## config.mk

```make
export PLATFORM = sky130hd
export DESIGN_NAME = fft_pointers_unit
export DESIGN_NICKNAME = d
export VERILOG_FILES = /design/src/rtl/fft_pointers_unit.sv
export SDC_FILE = /design/constraint.sdc
export NUM_CORES = 1
export LEC_CHECK = 0
export ABC_AREA = 0
export BUFFER_PORTS_ARGS = -buffer_cell sky130_fd_sc_hd__buf_2
export CAP_MARGIN = 5
export CORE_ASPECT_RATIO = 0.8
export CORE_MARGIN = 2
export CORE_UTILIZATION = 54
export CTS_BUF_LIST = sky130_fd_sc_hd__clkbuf_16
export CTS_CLUSTER_DIAMETER = 150
export DETAILED_ROUTE_END_ITERATION = 10
export GPL_TIMING_DRIVEN = 0
export PLACE_DENSITY = 0.8
export SETUP_SLACK_MARGIN = 0.2
export SYNTH_ARGS = -nofsm -noshare
export SYNTH_HDL_FRONTEND = slang
export SYNTH_SLANG_ARGS = --single-unit
```

## constraint.sdc

```tcl
create_clock -name Clk -period 4.8 [get_ports Clk]
set_input_delay 0.96 -clock Clk [delete_from_list [all_inputs] [get_ports Clk]]
set_output_delay 0.96 -clock Clk [all_outputs]
set_load 0.01 [all_outputs]
```

## src/rtl/fft_pointers_unit.sv

```systemverilog
// fft_pointers_unit
//   Address/control sequencer for an in-place radix-2 DIF FFT of N = 2^LOG2N
//   points. Each PROC cycle presents one butterfly: top/bottom data indices
//   and the twiddle exponent. Input is consumed in natural order, and the
//   result is left in bit-reversed order.
// Ports:
//   Clk, Reset (async, active low)
//   Start   : begin a transform (sampled in IDLE only)
//   Ack     : acknowledge completion (sampled in DONE only)
//   address : twiddle exponent k << s
//   i_top   : top operand index
//   i_bot   : bottom operand index (i_top + h)
//   Done    : high while in DONE
//   state   : one-hot state {INIT, IDLE, PROC, DONE}
module fft_pointers_unit #(
  parameter int LOG2N = 8,
  parameter int AW    = 10
) (
  input  logic          Clk,
  input  logic          Reset,
  input  logic          Start,
  input  logic          Ack,
  output logic [AW-1:0] address,
  output logic [AW-1:0] i_top,
  output logic [AW-1:0] i_bot,
  output logic          Done,
  output logic [3:0]    state
);

  localparam int N  = 1 << LOG2N;
  localparam int BW = LOG2N - 1;                          // b spans 0..N/2-1
  localparam int SW = (LOG2N > 2) ? $clog2(LOG2N) : 1;    // s spans 0..LOG2N-1
  localparam logic [BW-1:0] B_LAST = '1;
  localparam logic [SW-1:0] S_LAST = SW'(LOG2N - 1);
  localparam logic [AW:0]   ONE    = (AW+1)'(1);

  typedef enum logic [3:0] {
    INIT = 4'b1000,
    IDLE = 4'b0100,
    PROC = 4'b0010,
    DONE = 4'b0001
  } state_t;

  state_t        state_q, state_d;
  logic [SW-1:0] s_q, s_d;
  logic [BW-1:0] b_q, b_d;

  always_ff @(posedge Clk or negedge Reset) begin
    if (!Reset) begin
      state_q <= INIT;
      s_q     <= '0;
      b_q     <= '0;
    end else begin
      state_q <= state_d;
      s_q     <= s_d;
      b_q     <= b_d;
    end
  end

  always_comb begin
    state_d = state_q;
    s_d     = '0;
    b_d     = '0;
    case (state_q)
      INIT: state_d = IDLE;
      IDLE: if (Start) state_d = PROC;
      PROC: begin
        if (b_q != B_LAST) begin
          b_d = b_q + BW'(1);
          s_d = s_q;
        end else if (s_q != S_LAST) begin
          s_d = s_q + SW'(1);
        end else begin
          state_d = DONE;
        end
      end
      DONE: if (Ack) state_d = IDLE;
      // Any non-legal encoding falls back to INIT.
      default: state_d = INIT;
    endcase
  end

  // Index arithmetic, one bit wider than AW so N itself is representable.
  // With h = N >> (s+1) and mask = h-1: k = b & mask, and g*2h is just the
  // group bits of b shifted up by one, so i_top = ((b & ~mask) << 1) | k.
  logic [AW:0] h_w, mask_w, b_w, k_w, top_w, bot_w, addr_w;

  always_comb begin
    h_w    = (AW+1)'(N) >> (32'(s_q) + 1);
    mask_w = h_w - ONE;
    b_w    = (AW+1)'(b_q);
    k_w    = b_w & mask_w;
    top_w  = ((b_w & ~mask_w) << 1) | k_w;
    bot_w  = top_w + h_w;
    addr_w = k_w << s_q;
  end

  assign i_top   = top_w[AW-1:0];
  assign i_bot   = bot_w[AW-1:0];
  assign address = addr_w[AW-1:0];
  assign Done    = (state_q == DONE);
  assign state   = state_q;

endmodule

```

==> results.md, run 1 <==
* Outcome: completed
* Clk Latency, worst-skew pair at roughly 240 ps
* Hpwl dp at 3160 um
* Hold path cells at 1
* Port Buffer Count at 35
* CTS tree: done
* Hold_sp: b_q[0]$_DFF_PN0_
* Synth cell count leaders: nor2_1, nand2_1, a21oi_1, inv_1, ha_1
* First-pass iteration count of the detailed router at 5
* Grt total ovfl at 0
* ANT cells at 0
* Layout Skew at roughly 2 ps
* Maximum vdd ir drop at 0.000251 V
* Worst hold margin at 539 ps
* Critical R2R Launch: b_q[1]$_DFF_PN0_
* Critical Path Sink Type: primary output
* Syn Inst Count at 217
* Seq cells post-synth at 14
* Crit Path Class: reg -> out
* Cells on worst reg2reg path at 6
* EDFF count, synth at 0
* Area Overhead vs Synth at 23.8%
* WHS Endpoint: b_q[0]$_DFF_PN0_
* Top-count cell post-synth: nor2_1
* Post-route ant nets at 0
* Gr usage total at 0.247
* Layout cell share with drive strength beyond 1 at 0.294
* CP required at ~3800 ps
* Initial antenna violation count at 0
* First-pass GRT wire length at 6770 um
* Reg-to-reg slack, setup at 2860 ps
* Die area at around 3500 um2
* Clock transition at path regs at 50 ps
* Pin count of the biggest net entering global routing at 15
* Seq/Total Area, Yosys at 0.212
* Chip width at 66.0 um
* Fill count at 249
* Vias/cell at 5.83
* Multi-input logic area at 1220 um2
* Top post-synthesis cells by area: dfrtp_1, ha_1, nor2_1
* Gp weighted congestion at 0.857
* Setup crit start kind: flop
* Syn_area_per_cell at 7.64 um2
* Starting Density at 0.582
* Clk sinks at 14
* Detailed-route wire length per cell at ~14 um
* I/O pins at 39
* Synth top area share at 0.196
* Synthesized cell area at about 1700 um2
* Min cycle time layout at ~4500 ps
* Worst-path fanout max at 10
* Distinct cells, synth at 52
* Lkg Pwr at 1.04 nW
* Slew Viols, Final at 0
* Top_reg_cell synth: dfrtp_1
* Setup TNS at 0 ps
* Via count at 1748
* Total Routed Length at 4230 um
* CTS root buffer: clkbuf_16
* Fmax at 0.223 GHz
* Final worst-path cycle share at 0.934
* Pwr/cell area at 192 nW/um2
* Initial drt markers at 197
* Yosys warnings at 0
* Layout net count at 282
* Final number of setup-violating endpoints at 0
* Hold crit path type: reg -> reg
* Worst EP arrival at 3530 ps
* Clock buffer depth at 2
* DR DRC count at 0
* CTS buffer count at 3
* Post-synthesis async set-or-reset flop share at 1.00
* MaxCap Viol Count at 0
* Register area at between 300 and 400 um2
* Rows at 17
* RSZ-0062 raised after global routing: no
* # H-tree levels at 1
* Die Y at about 54 um
* Fin. Hold Viols at 0
* RR Endpoint: state[1]$_DFFE_PN0P_
* Core area at 2850 um2
* Synth area leader: dfrtp_1
* Vias in the first global route at 1431
-- worst max-delay path by stage --
stage | to | depth (start not counted) | from
floorplan | i_bot[7] | 14 | s_q[0]$_DFFE_PN0P_
global placement | i_bot[7] | 15 | s_q[0]$_DFFE_PN0P_
detailed placement | i_bot[7] | 15 | s_q[0]$_DFFE_PN0P_
CTS | i_bot[7] | 15 | s_q[0]$_DFFE_PN0P_
global route | i_bot[7] | 14 | s_q[1]$_DFFE_PN0P_
finish | i_bot[7] | 14 | s_q[1]$_DFFE_PN0P_
-- power by group --
group | internal, mW | switching [mW]
clock network | 0.110 | 0.0462
logic | 0.0371 | 0.0538
registers | 0.135 | 0.0132
-- worst max-delay path, stage by stage, from the launching register on --
cell	delay (ps)
dfrtp_1	430
clkbuf_8	200
inv_2	100
ha_2	230
o21ai_0	270
a21oi_1	140
a211oi_2	270
xor2_2	180
a22o_1	290
ha_1	360
or3_1	320
o21ai_0	100
a31oi_1	90
xor2_1	150
buf_2	140
-- layout by cell type (no fill, tap or decap), types with 3 or more instances in the layout --
| master | netlist | layout |
|---|---|---|
| ha_2 | 0 | 3 |
| nand3_1 | 6 | 6 |
| clkbuf_16 | 0 | 3 |
| a21oi_1 | 15 | 14 |
| o21ai_1 | 3 | 4 |
| and2_1 | 3 | 3 |
| nor3_1 | 7 | 7 |
| nand2_1 | 17 | 16 |
| or2_2 | 5 | 5 |
| inv_1 | 15 | 16 |
| o22ai_1 | 4 | 3 |
| conb_1 | 2 | 4 |
| dfrtp_1 | 13 | 12 |
| o21ai_0 | 13 | 12 |
| nor2b_1 | 3 | 3 |
| ha_1 | 14 | 10 |
| a31oi_1 | 4 | 4 |
| clkbuf_1 | 3 | 3 |
| buf_4 | 3 | 8 |
| xor2_1 | 5 | 5 |
| nor2_1 | 29 | 29 |
| nand2b_1 | 3 | 3 |
| xnor2_1 | 7 | 7 |
| buf_2 | 3 | 37 |
-- stage by stage --
| stage | area [um2] | power, mW | utilization | cells | setup WS (ps) |
|---|---|---|---|---|---|
| after global placement | 1890 | 0.238 | 0.662 | 292 | 399 |
| after global routing | 2050 | 0.421 | 0.720 | 300 | 184 |
| after CTS | 1980 | 0.398 | 0.694 | 296 | 222 |
| after floorplan | 1670 | 0.210 | - | 219 | 721 |
| after detailed placement | 1890 | 0.240 | 0.662 | 292 | 374 |
| final | 2050 | 0.395 | 0.720 | 300 | 315 |
-- cell type report --
type                            instances  share of cell area
Clock inverter                          1             0.00183
Clock buffer                            3              0.0366
Inverter                               17              0.0329
Timing Repair Buffer                   39              0.0999
Multi-Input combinational cell        177               0.597
Buffer                                 11              0.0372
Tap cell                               38              0.0232
Sequential cell                        14               0.172
-- state kept, by name, summed over array words and instances, names as in the netlist --
register	cells
s_q	3
state	4
b_q	7
-- metal layers --
metal / global-route usage / routed length, um / up-vias
met5: 0 / 0 / -
met4: 0.0204 / 12 / 0
met3: 0.0544 / 364 / 4
met2: 0.355 / 1800 / 101
met1: 0.389 / 2050 / 791
li1: - / - / 852
-- repair_timing --
action	CTS	global route
hold buffers	0	0
setup buffers	0	4
pin swaps	1	6
endpoints found under the setup margin	3	4
resized for setup	2	13
-- cell families (layout without fill, tap and decap cells) --
logic type | Yosys count | in the layout | share of synthesized area
buffers and inverters | 28 | 71 | 0.0830
adders and majority gates | 15 | 15 | 0.118
and+or+nand+nor | 85 | 85 | 0.250
other | 2 | 4 | 0.00453
AOI/OAI and AO/OA | 55 | 55 | 0.224
DFF | 14 | 14 | 0.212
xor gates and xnor gates | 14 | 14 | 0.0830
muxes | 4 | 4 | 0.0257
Note: power is estimated with default switching activity, not from simulation.
==> run 2: changes to the inputs <==
Settings changed: CORE_ASPECT_RATIO 0.8 to not set.
==> run 2 against run 1 <==
Effect of this change: clock power hardly changed; largest power group unchanged; final area fell by 2.0%; clock skew is 5.2 ps higher; highest routed layer unchanged; die area hardly changed.
==> results.md, run 2 (synthesis gave the netlist of run 1 again) <==
* Setup TNS at 0 ps (unchanged)
* Min cycle time layout at 4440 ps (-44.8 ps)
* CTS root buffer: clkbuf_16
* ANT cells at 0 (unchanged)
* Setup crit start kind: flop
* Port Buffer Count at 35 (unchanged)
* MaxCap Viol Count at 0 (unchanged)
* Starting Density at 0.557 (-0.0249)
* Switching Share at 0.287 (+0.000486)
* Pin count of the biggest net entering global routing at 15 (unchanged)
* Critical Path Sink Type: primary output
* Biggest register: b_q
* Worst hold margin at 542 ps (+3.60 ps)
* Die Y at 59.4 um (+11%)
* Final Non-Filler Cells at 293 (-2.3%)
* Layout net count at 280 (-0.71%)
* Initial drt markers at 58 (-71%)
* Dpl cells at 287 (-1.7%)
* Post-route ant nets at 0 (unchanged)
* Final worst setup slack at 359 ps (+44.8 ps)
* Vias in the first global route at 1484 (+3.7%)
* Clock transition at path regs at 50 ps (about the same)
* Grt total ovfl at 0 (unchanged)
* Max reg flops at 7 (unchanged)
* CTS tree: done
* P_int at 0.282 mW (about the same)
* Final number of setup-violating endpoints at 0 (unchanged)
* CTS buffer count at 3 (unchanged)
* Rows at 20 (+3)
* Outcome: completed
* Most frequent cells in the layout: buf_2, nor2_1, inv_1, nand2_1, a21oi_1
* RSZ-0062 raised after global routing: no
* Die area at 3530 um2 (about the same)
* DR DRC count at 0 (unchanged)
* # H-tree levels at 1 (unchanged)
* Worst EP arrival at 3480 ps (-50 ps)
* Final worst-path cycle share at 0.925 (-0.00933)
* Pwr/cell area at 196 nW/um2 (+2.1%)
* Layout cell share with drive strength beyond 1 at 0.281 (-0.0131)
* Lkg Pwr at 1.02 nW (-2.2%)
* Hold crit path type: reg -> reg
* Worst-path fanout max at 10 (unchanged)
* Total Routed Length at 4030 um (-4.6%)
* Pre-CTS setup slack at 460 ps (+85.7 ps)
* Area Overhead vs Synth at 21.4%
* Seq pwr share at 0.374 (about the same)
* Fin. Hold Viols at 0 (unchanged)
* Clock power frac at 0.396 (about the same)
* Combinational share of power at 0.230 (about the same)
* Placement Cell Area at 1880 um2 (-0.33%)
* Slew Viols, Final at 0 (unchanged)
* Detailed-route wire length per cell at 13.8 um (-2.3%)
* Initial antenna violation count at 0 (unchanged)
* Finished Core Util at 0.676 (-0.0447)
* Total power at 0.395 mW (about the same)
* Vias/cell at 5.77 (-1.0%)
* Clk Latency, worst-skew pair at 250 ps (about the same)
* First-pass iteration count of the detailed router at 4 (-1)
* Hpwl dp at 2990 um (-5.6%)
* I/O pins at 39 (unchanged)
* Design area at 2010 um2 (-2.0%)
* CP required at 3840 ps (about the same)
* Maximum vdd ir drop at 0.000254 V (+1.4%)
* Gr usage total at 0.235 (-0.0119)
* Via count at 1690 (-3.3%)
* Crit Path Class: reg -> out
* Core area at 2980 um2 (+4.5%)
* Fmax at 0.225 GHz (+1.0%)
* Chip width at 59.4 um (-9.9%)
* Clock buffer depth at 2 (unchanged)
* Commonest non-fill, non-tap cell in the layout: buf_2
* First-pass GRT wire length at 6390 um (-5.6%)
* Gp weighted congestion at 0.835 (-2.6%)
* Clk sinks at 14 (unchanged)
* Sw Pwr at 0.113 mW (+0.25%)
* Layout Skew at 7.16 ps (+5.16 ps)
run 2: cell count changes in the layout (fill, tap and decap cells not counted), sizes merged:
cell and change:
buf -2
run 2: worst paths after layout:
check	end	depth (start not counted)	start	slack, ps
setup / recovery	i_bot[6]	15	s_q[0]$_DFFE_PN0P_	360
hold / removal	b_q[0]$_DFF_PN0_	1	b_q[0]$_DFF_PN0_	540
setup reg to reg	state[1]$_DFFE_PN0P_	6	b_q[1]$_DFF_PN0_	2820
hold reg to reg	b_q[0]$_DFF_PN0_	1	b_q[0]$_DFF_PN0_	540
max in group asynchronous	state[3]$_DFFE_PN1P_	1	Reset	3920
min in group asynchronous	b_q[6]$_DFF_PN0_	1	Reset	600
run 2: layout make-up:
| class | count | area, um2 |
|---|---|---|
| Multi-Input combinational cell | 177 | 1200 |
| Timing Repair Buffer | 37 | 190 |
| Fill cell | 259 | 966 |
| Buffer | 11 | 76.3 |
| Tap cell | 33 | 41.3 |
| Inverter | 17 | 67.6 |
| Sequential cell | 14 | 353 |
| Clock inverter | 1 | 3.75 |
| Clock buffer | 3 | 75.1 |
run 2: power by group through the flow:
stage | sequential [mW] | combinational, mW | clock (mW)
floorplan | 0.153 | 0.0577 | 0
global placement | 0.148 | 0.0887 | 0
detailed placement | 0.149 | 0.0892 | 0
CTS | 0.148 | 0.0912 | 0.159
global route | 0.150 | 0.103 | 0.161
finish | 0.148 | 0.0909 | 0.156
run 2: timing repair:
action	in CTS	in global routing
hold buffers	0	0
endpoints found under the setup margin	2	4
pin swaps	1	5
endpoints found under the hold margin	0	0
setup buffers	0	2
gates resized for setup	1	11
run 2: critical path: stages, from the launching register on:
cell      delay (ps)
dfrtp_2          450
ha_4             200
ha_1             210
buf_4            180
or2_2            290
a22o_1           240
nand2_2          110
o21ai_1          100
ha_1             350
nor2b_1          150
o21ai_0          150
nand2b_1         110
o211a_1          150
a311oi_2         250
xnor2_1          150
buf_2            140
run 2: layer usage:
metal / track usage / wire [um] / vias to the layer above
met2: 0.432 / 2150 / 40
met1: 0.285 / 1670 / 811
met4: 0.0844 / 50 / 0
met3: 0.0131 / 155 / 5
met5: 0 / 0 / -
li1: - / - / 834
==> run 3: changes to the inputs <==
Settings changed: CORE_UTILIZATION 54 to 58, PLACE_DENSITY 0.8 to 0.85.
Clock period 4.8 ns to 5.4 ns, I/O delays scaled along.
==> run 3 against run 2 <==
Effect of this change: core utilization grew 4.1 points; combinational power shrank 10%; flip-flop and latch count is the same; hold slack lost 4.4 ps; first-iteration DRC count grew 50%; critical path depth is the same; register-to-register slack gained 540 ps.
==> results.md, run 3 (synthesis gave the netlist of run 1 again) <==
* Critical Path, Cell by Cell: ha_1, ha_1, buf_2, or2_2, a22o_1, nand2_1, o21ai_0, ha_1, a21o_1, a21oi_1, a21oi_1, o22ai_1, a31oi_1, xor2_1, buf_2
* RSZ-0062 raised after global routing: no
* Clock transition at path regs at 50 ps (about the same)
* ANT cells at 0 (unchanged)
* CTS root buffer: clkbuf_16
* Fmax at 0.210 GHz
* CTS tree: done
* WHS Endpoint: b_q[0]$_DFF_PN0_
* Hpwl dp at 2870 um (-4.0%)
* Hold_buf cts at 0 (unchanged)
* Fin. Hold Viols at 0 (unchanged)
* Fill count at 232 (-10%)
* Final worst setup slack at 646 ps (+286 ps)
* Hold crit path type: reg -> reg
* Die area at 3300 um2 (-6.4%)
* Hold path cells at 1 (unchanged)
* Commonest non-fill, non-tap cell in the layout: buf_2
* CP most frequent cell: ha_1
* Worst hold margin at 538 ps (-4.41 ps)
* Reg-to-reg slack, setup at 3360 ps (+540 ps)
* Setup TNS at 0 ps (unchanged)
* Initial drt markers at 87 (+50%)
* Clk sinks at 14 (unchanged)
* Critical R2R Launch: b_q[1]$_DFF_PN0_
* CP required at 4320 ps (+480 ps)
* PostCTS Resize Cnt at 0 (-1)
* # Post-CTS Setup Buffers at 0 (unchanged)
* Maximum vdd ir drop at 0.000242 V (-4.9%)
* Pin count of the biggest net entering global routing at 15 (unchanged)
* Rows at 19 (-5.0%)
* Via count at 1668 (-1.3%)
* DR DRC count at 0 (unchanged)
* Clk Latency, worst-skew pair at 240 ps (about the same)
* Worst-path fanout max at 10 (unchanged)
* Port Buffer Count at 35 (unchanged)
* Layout net count at 278 (-0.71%)
* MaxCap Viol Count at 0 (unchanged)
* Met2 routed WL at 1940 um (-9.7%)
* Vias in the first global route at 1530 (+3.1%)
* Chip width at 57.5 um (-3.3%)
* Outcome: completed
* # H-tree levels at 1 (unchanged)
* Min cycle time layout at 4750 ps
* Pre-CTS setup slack at 942 ps (+482 ps)
* Final worst-path cycle share at 0.880
* Biggest register: b_q
* CP max stage cell: dfrtp_1
* Critical Path Sink Type: primary output
* First-pass GRT wire length at 6330 um (-0.97%)
* Layout Skew at 1.13 ps (-6.03 ps)
* Top sig layer: met4
* Gp weighted congestion at 0.826 (-1.1%)
* Grt total ovfl at 0 (unchanged)
* Area Overhead vs Synth at 18.1%
* Post-route ant nets at 0 (unchanged)
* CTS buffer count at 3 (unchanged)
* Starting Density at 0.606 (+0.0497)
* Gr usage total at 0.241 (+0.00650)
* Initial antenna violation count at 0 (unchanged)
* Pwr/cell area at 180 nW/um2 (-8.3%)
* Vias/cell at 5.77 (about the same)
* RR Endpoint: state[1]$_DFFE_PN0P_
* Layout cell share with drive strength beyond 1 at 0.244 (-0.0366)
* Slew Viols, Final at 0 (unchanged)
* Total Routed Length at 3840 um (-4.7%)
* Max reg flops at 7 (unchanged)
* Worst EP arrival at 3670 ps (+190 ps)
* Clock buffer depth at 2 (unchanged)
* Final number of setup-violating endpoints at 0 (unchanged)
* Most frequent cells in the layout: buf_2, nor2_1, nand2_1, inv_1, a21oi_1
* Setup crit start kind: flop
* First-pass iteration count of the detailed router at 6 (+2)
* Detailed-route wire length per cell at 13.3 um (-3.4%)
* Routed length on met1 at 1680 um (+0.60%)
* Crit Path Class: reg -> out
* Lkg Pwr at 1.01 nW (-0.88%)
* Core area at 2730 um2 (-8.2%)
* Hold_sp: b_q[0]$_DFF_PN0_
* I/O pins at 39 (unchanged)
* Largest stage delay, worst path at 420 ps (-30 ps)
* Cells on worst reg2reg path at 6 (unchanged)
* Die Y at 57.5 um (-3.3%)
* Met3 wire length at 144 um (-7.1%)
[run 3: worst max path at each step]
stage / startpoint / cells after the start / slack (ps) / endpoint
4_1_cts: s_q[0]$_DFFE_PN0P_ / 15 / 670 / i_bot[7]
2_1_floorplan: s_q[0]$_DFFE_PN0P_ / 14 / 1200 / i_bot[7]
3_5_place_dp: s_q[0]$_DFFE_PN0P_ / 15 / 940 / i_bot[7]
3_3_place_gp: s_q[0]$_DFFE_PN0P_ / 15 / 970 / i_bot[7]
5_1_grt: s_q[0]$_DFFE_PN0P_ / 15 / 440 / i_bot[6]
6_report: s_q[0]$_DFFE_PN0P_ / 15 / 650 / i_bot[7]
[run 3: final cells by class]
type / count / area (um2) / area share
clock inverter: 1 / 3.75 / 0.00192
timing repair buffer: 35 / 175 / 0.0895
inverter: 17 / 63.8 / 0.0326
multi-input combinational: 177 / 1180 / 0.601
sequential: 14 / 352 / 0.180
buffer: 11 / 73.8 / 0.0377
clock buffer: 3 / 75.1 / 0.0383
tap: 31 / 38.8 / 0.0198
[run 3: through the flow]
step / power, mW / instances / utilization / instance area (um2)
finish: 0.353 / 289 / 0.716 / 1960
global route: 0.369 / 289 / 0.716 / 1960
CTS: 0.354 / 289 / 0.716 / 1960
detailed placement: 0.213 / 285 / 0.687 / 1880
global placement: 0.211 / 285 / 0.687 / 1880
floorplan: 0.187 / 219 / - / 1670
[run 3: power by group]
part | internal [mW] | switching (mW)
clock | 0.0978 | 0.0417
combinational | 0.0330 | 0.0486
sequential | 0.120 | 0.0120
total | 0.250 | 0.102
[run 3: worst max-delay path: cells and delay by family (launching register included)]
family | cells | cell delay [ps]
compound gates | 7 | 1310
fa+ha+maj | 3 | 820
simple gates | 2 | 420
flops | 1 | 420
xor+xnor | 1 | 150
buf+inv | 2 | 320
[run 3: routing by layer]
layer / global-route usage / vias up
met5: 0 / -
met4: 0.0997 / 0
met2: 0.419 / 43
met1: 0.308 / 777
li1: - / 839
met3: 0.0181 / 9
